## config.mk

```make
export PLATFORM = sky130hd
export DESIGN_NAME = mr_keystream_packer_flat
export DESIGN_NICKNAME = d
export VERILOG_FILES = /design/src/rtl/mr_keystream_packer_if.sv /design/src/rtl/mr_keystream_packer.sv /design/src/flat_wrapper.sv
export SDC_FILE = /design/constraint.sdc
export NUM_CORES = 1
export LEC_CHECK = 0
export CAP_MARGIN = 20
export CORE_MARGIN = 2
export CORE_UTILIZATION = 46
export DETAILED_ROUTE_END_ITERATION = 8
export MAX_ROUTING_LAYER = met4
export PLACE_DENSITY_LB_ADDON = 0.3
export SETUP_SLACK_MARGIN = 0.3
export SYNTH_ARGS = -nofsm -noshare
export SYNTH_HDL_FRONTEND = slang
export SYNTH_SLANG_ARGS = --single-unit
```

## constraint.sdc

```tcl
create_clock -name i_clk -period 2.9 [get_ports i_clk]
set_clock_uncertainty 0.15 [all_clocks]
set_input_delay 0.435 -clock i_clk [delete_from_list [all_inputs] [get_ports i_clk]]
set_output_delay 0.435 -clock i_clk [all_outputs]
set_load 0.05 [all_outputs]
```

## src/rtl/mr_keystream_packer_if.sv

```systemverilog
// Keystream packer port bundle: LFSR state inputs, bit tap, and the word valid/ready stream.
// master = packer side, slave = environment (LFSR feeder plus word consumer).
interface mr_keystream_packer_if #(
    parameter int WIDTH  = 13,
    parameter int WORD_W = 8
);
    logic [WIDTH-1:0]  i_lfsr_l;
    logic [WIDTH-1:0]  i_lfsr_s;
    logic              i_en;
    logic              o_bit;
    logic              o_bit_vld;
    logic [WORD_W-1:0] o_data;
    logic              o_valid;
    logic              i_ready;
    logic              o_ovf;

    modport master (
        input  i_lfsr_l, i_lfsr_s, i_en, i_ready,
        output o_bit, o_bit_vld, o_data, o_valid, o_ovf
    );

    modport slave (
        output i_lfsr_l, i_lfsr_s, i_en, i_ready,
        input  o_bit, o_bit_vld, o_data, o_valid, o_ovf
    );
endinterface

```

## src/rtl/mr_keystream_packer.sv

```systemverilog
// Massey-Rueppel output stage: inner-product bit, warm-up discard, LSB-first packing, 2-entry FIFO.
// Sample-to-word latency 2 edges; a word completing into a full FIFO with no pop is dropped and o_ovf sticks.
module mr_keystream_packer #(
    parameter int WIDTH  = 13,
    parameter int WORD_W = 8,
    parameter int WARMUP = 16
) (
    input  logic                  i_clk,
    input  logic                  i_rst,
    mr_keystream_packer_if.master bus
);
    localparam int                IDX_W = (WORD_W > 1) ? $clog2(WORD_W) : 1;
    localparam logic [15:0]       WARM  = 16'(WARMUP);
    localparam logic [IDX_W-1:0]  LAST  = IDX_W'(WORD_W - 1);

    logic              bit_q, bit_d, bit_vld_q, bit_vld_d;
    logic [15:0]       warm_q, warm_d;
    logic [IDX_W-1:0]  idx_q, idx_d;
    logic [WORD_W-1:0] shift_q, shift_d, word_w;
    logic [WORD_W-1:0] mem_q [2];
    logic [WORD_W-1:0] mem_d [2];
    logic              rd_q, rd_d, wr_q, wr_d;
    logic [1:0]        cnt_q, cnt_d;
    logic              ovf_q, ovf_d;
    logic [WIDTH-1:0]  prod;
    logic              accept, push, pop, full, wr_ok;

    always_comb begin
        prod      = bus.i_lfsr_l & bus.i_lfsr_s;
        bit_d     = bit_q;
        bit_vld_d = 1'b0;
        if (bus.i_en) begin
            bit_d     = ^prod;
            bit_vld_d = 1'b1;
        end

        // Counter only ever climbs to WARM, so inequality is the same as "still warming up".
        accept = bit_vld_q && (warm_q == WARM);
        warm_d = warm_q;
        if (bit_vld_q && (warm_q != WARM)) warm_d = warm_q + 16'd1;

        word_w         = shift_q;
        word_w[idx_q]  = bit_q;
        shift_d        = shift_q;
        idx_d          = idx_q;
        push           = 1'b0;
        if (accept) begin
            shift_d = word_w;
            if (idx_q == LAST) begin
                idx_d = '0;
                push  = 1'b1;
            end else begin
                idx_d = idx_q + IDX_W'(1);
            end
        end

        // When full, wr_q equals rd_q: a push+pop overwrites the slot being popped.
        pop   = (cnt_q != 2'd0) && bus.i_ready;
        full  = (cnt_q == 2'd2);
        wr_ok = push && (!full || pop);
        mem_d = mem_q;
        rd_d  = rd_q;
        wr_d  = wr_q;
        ovf_d = ovf_q;
        cnt_d = cnt_q;
        if (pop) rd_d = ~rd_q;
        if (wr_ok) begin
            mem_d[wr_q] = word_w;
            wr_d        = ~wr_q;
        end
        if (push && full && !pop) ovf_d = 1'b1;
        case ({wr_ok, pop})
            2'b10:   cnt_d = cnt_q + 2'd1;
            2'b01:   cnt_d = cnt_q - 2'd1;
            default: cnt_d = cnt_q;
        endcase
    end

    always_ff @(posedge i_clk) begin
        if (i_rst) begin
            bit_q     <= 1'b0;
            bit_vld_q <= 1'b0;
            warm_q    <= '0;
            idx_q     <= '0;
            shift_q   <= '0;
            mem_q[0]  <= '0;
            mem_q[1]  <= '0;
            rd_q      <= 1'b0;
            wr_q      <= 1'b0;
            cnt_q     <= '0;
            ovf_q     <= 1'b0;
        end else begin
            bit_q     <= bit_d;
            bit_vld_q <= bit_vld_d;
            warm_q    <= warm_d;
            idx_q     <= idx_d;
            shift_q   <= shift_d;
            mem_q     <= mem_d;
            rd_q      <= rd_d;
            wr_q      <= wr_d;
            cnt_q     <= cnt_d;
            ovf_q     <= ovf_d;
        end
    end

    assign bus.o_bit     = bit_q;
    assign bus.o_bit_vld = bit_vld_q;
    assign bus.o_data    = mem_q[rd_q];
    assign bus.o_valid   = (cnt_q != 2'd0);
    assign bus.o_ovf     = ovf_q;
endmodule

```

## src/flat_wrapper.sv

```systemverilog
// flat-port wrapper written by rule: the top's interface ports become plain ports
module mr_keystream_packer_flat 
#(
    parameter int WIDTH  = 13,
    parameter int WORD_W = 8,
    parameter int WARMUP = 16
)
  (i_clk, i_rst, bus_i_lfsr_l, bus_i_lfsr_s, bus_i_en, bus_i_ready, bus_o_bit, bus_o_bit_vld, bus_o_data, bus_o_valid, bus_o_ovf);
  mr_keystream_packer_if #(.WIDTH(WIDTH), .WORD_W(WORD_W)) bus_i ();
  input  logic i_clk;
  input  logic i_rst;
  input wire logic [$bits(bus_i.i_lfsr_l)-1:0] bus_i_lfsr_l;
  input wire logic [$bits(bus_i.i_lfsr_s)-1:0] bus_i_lfsr_s;
  input wire logic [$bits(bus_i.i_en)-1:0] bus_i_en;
  input wire logic [$bits(bus_i.i_ready)-1:0] bus_i_ready;
  output wire logic [$bits(bus_i.o_bit)-1:0] bus_o_bit;
  output wire logic [$bits(bus_i.o_bit_vld)-1:0] bus_o_bit_vld;
  output wire logic [$bits(bus_i.o_data)-1:0] bus_o_data;
  output wire logic [$bits(bus_i.o_valid)-1:0] bus_o_valid;
  output wire logic [$bits(bus_i.o_ovf)-1:0] bus_o_ovf;
  assign bus_i.i_lfsr_l = bus_i_lfsr_l;
  assign bus_i.i_lfsr_s = bus_i_lfsr_s;
  assign bus_i.i_en = bus_i_en;
  assign bus_i.i_ready = bus_i_ready;
  assign bus_o_bit = bus_i.o_bit;
  assign bus_o_bit_vld = bus_i.o_bit_vld;
  assign bus_o_data = bus_i.o_data;
  assign bus_o_valid = bus_i.o_valid;
  assign bus_o_ovf = bus_i.o_ovf;
  mr_keystream_packer #(.WIDTH(WIDTH), .WORD_W(WORD_W), .WARMUP(WARMUP)) u_core (.i_clk(i_clk), .i_rst(i_rst), .bus(bus_i));
endmodule
```

==> impl_metrics.ini <==
[worst_setup_path]
worstSetupPathType = reg -> out
path_cells = mux2_2 > clkdlybuf4s50_1
worstPathRequired_ps = 2320
endpoint_kind = output pin
cp_top_family = buffers and inverters
critPathBufInv = 1
crit_fanout = 9
cpMaxStageDelayCell = clkdlybuf4s50_1
cpPeakStageDelay_ps = 700
critPathLaunchType = flop
worstPathArrival_ps = 1840

[sta]
tightest_slew_ps = 515
hold_viol_final = 0
fin_tns_setup_ps = 0
slew_headroom_pct = 65.5
finalCritPeriodShare_pct = 83.8
finalMaxSlewViolations = 0
setup_viol = 0
fin_crit_ps = 2430
fmax_mhz = 412
rsz0062_at_grt = false

[detailed_routing]
via_per_inst = 5.08
drc = 0
vias = 1986
wl_per_cell_um = 12.0
wirelength_mm = 4.70
drt_pass1_iterations = 4
ant_nets = 0
drtIter0Drc = 81

[floorplanning]
coreArea_mm2 = 0.00547
io_pins = 42
rows = 27
initial_core_util_pct = 47.5
die-height_um = 79.1
die_area_mm2 = 0.00626
die_width_um = 79.1

[finish]
fin_nets = 353
mostFrequentLayoutCells = dfxtp_1 (49), clkdlybuf4s50_1 (41), nor2_1 (36), nand2_1 (29), mux2i_1 (18)
antenna_cells = 0
drive_gt1_share_pct = 13.2
areaGrowthSynthToFinish_pct = 20.7
final_common_cell = dfxtp_1

[synth]
synth_edf_count = 0
synthCells = 283
syn_avg_cell_area_um2 = 9.18
ys_types = 38
yosys_warnings = 0
synth_top_flop_cell = dfxtp_1
synth_fp_nets = 318
synth.ff_latch_count = 50
ys_seq_area_share_pct = 38.5
async_flop_share_pct = 0
syn_area_mm2 = 0.00260

[power]
p_leak_nw = 1.19
p_per_area_mw_per_mm2 = 403
total_power_mw = 1.26
peakVddDrop_v = 0.000318

[clock_tree]
insertion_delay_ps = 300
cts_sinks = 50
cts_tree = built
clk_pin_slew_ps = 100
postCtsSetupRepairBufs = 0
clockBufferDepth = 2
cts_buffers = 5
cts-root-buf = clkbuf_8
htreeDepth = 2

[grt]
antenna_found_initial = 0
grt_max_degree = 59
overflow = 0
grt_pass1_wl_mm = 8.34
grt_pass1_vias = 1953
track_usage_pct = 16.7

[run]
cap_violations = 0

[placed_design]
gp_congestion = 0.783
io_buffers = 41
hpwl_mm = 3.37

[min_path]
hold_path_class = reg -> reg

[run_status]
status = finished, final reports clean
==> layout make-up <==
cell class / instances / area [µm²]
flip-flops and latches: 50 / 1000
multi-input cells: 215 / 1500
repair buffers: 44 / 445
inverters: 2 / 7.51
clock inverters: 3 / 21.3
fillers: 493 / 2340
well taps: 72 / 90.1
clock buffers: 5 / 68.8
==> layer usage <==
layer / wire [µm] / global-route usage (%)
met4: 40 / 3.97
met5: 0 / -
met2: 2320 / 29.3
met3: 114 / 3.64
met1: 2220 / 19.5
==> sequential cells by signal, indices dropped and copies added, names as in the netlist <==
| name | count |
|---|---|
| u_core.bus.o_ovf | 1 |
| u_core.mem_q | 16 |
| u_core.idx_q | 3 |
| u_core.rd_q | 1 |
| u_core.cnt_q | 2 |
| u_core.shift_q | 8 |
| u_core.bus.o_bit_vld | 1 |
| u_core.bus.o_bit | 1 |
| u_core.warm_q | 16 |
| u_core.wr_q | 1 |
==> logic make-up (layout without fill, tap and decap cells) <==
| group | count (synthesis) | count (layout) | share of synthesized area [%] |
|---|---|---|---|
| and+or+nand+nor | 133 | 133 | 28.1 |
| muxes | 26 | 26 | 10.4 |
| xor gates and xnor gates | 27 | 27 | 10.7 |
| DFF | 50 | 50 | 38.5 |
| buffers and inverters | 18 | 54 | 3.71 |
| AOI/OAI and AO/OA | 24 | 24 | 6.12 |
| adders and majority gates | 5 | 5 | 2.41 |
==> repair_timing <==
item | in CTS | in global routing
setup endpoints to repair | 8 | 0
gates resized for setup | 1 | 0
hold buffers | 0 | 0
==> power by group <==
group	internal, mW	total, mW	switching [mW]
Clock	0.170	0.403	0.233
Sequential	0.692	0.697	0.00466
Combinational	0.0918	0.163	0.0711
==> worst paths after layout <==
path	startpoint	to	slack (ps)	depth (start not counted)
setup / recovery	u_core.rd_q	bus_o_data[6]	470	2
hold / removal	u_core.mem_q[12]	u_core.mem_q[12]	330	2
setup reg to reg	u_core.warm_q[0]	u_core.cnt_q[1]	540	8
hold reg to reg	u_core.mem_q[12]	u_core.mem_q[12]	330	2
==> metrics by stage <==
step           util (%)  instance area [µm²]  worst slack (ps)  hold slack [ps]  std cells
2_1_floorplan         -                 2600               484              300        283
3_3_place_gp       55.6                 3040               595              311        383
3_5_place_dp       55.6                 3040               556              314        383
4_1_cts            57.3                 3140               434              330        391
5_1_grt            57.3                 3140               398              356        391
6_report           57.3                 3140               471              329        391
==> cells in the mapped netlist, types with 3 or more instances <==
master / count / area (µm²)
ha_1: 5 / 62.6
nor2_1: 36 / 135
nor3b_1: 3 / 22.5
o21ai_1: 8 / 40.0
or2_2: 7 / 43.8
dfxtp_1: 50 / 1000
mux2i_1: 18 / 180
xnor2_1: 9 / 78.8
nor2b_1: 4 / 25.0
nand3_1: 13 / 65.1
o21ai_2: 8 / 70.1
nand3b_1: 14 / 105
a21o_1: 3 / 22.5
nor3_1: 4 / 20.0
xor2_1: 15 / 131
nand2_1: 29 / 109
buf_6: 3 / 33.8
nand4_1: 7 / 43.8
xnor3_1: 3 / 67.6
mux2_2: 8 / 90.1
clkbuf_1: 10 / 37.5
==> worst reg2reg max path, stage by stage (launching register included) <==
cell and delay [ps]:
dfxtp_1 330, inv_1 110, ha_1 150, nor4b_2 200
and4_1 330, nand3_1 150, ha_1 360, or3_1 360
a21oi_1 150
(Power assumes the default switching activity.)
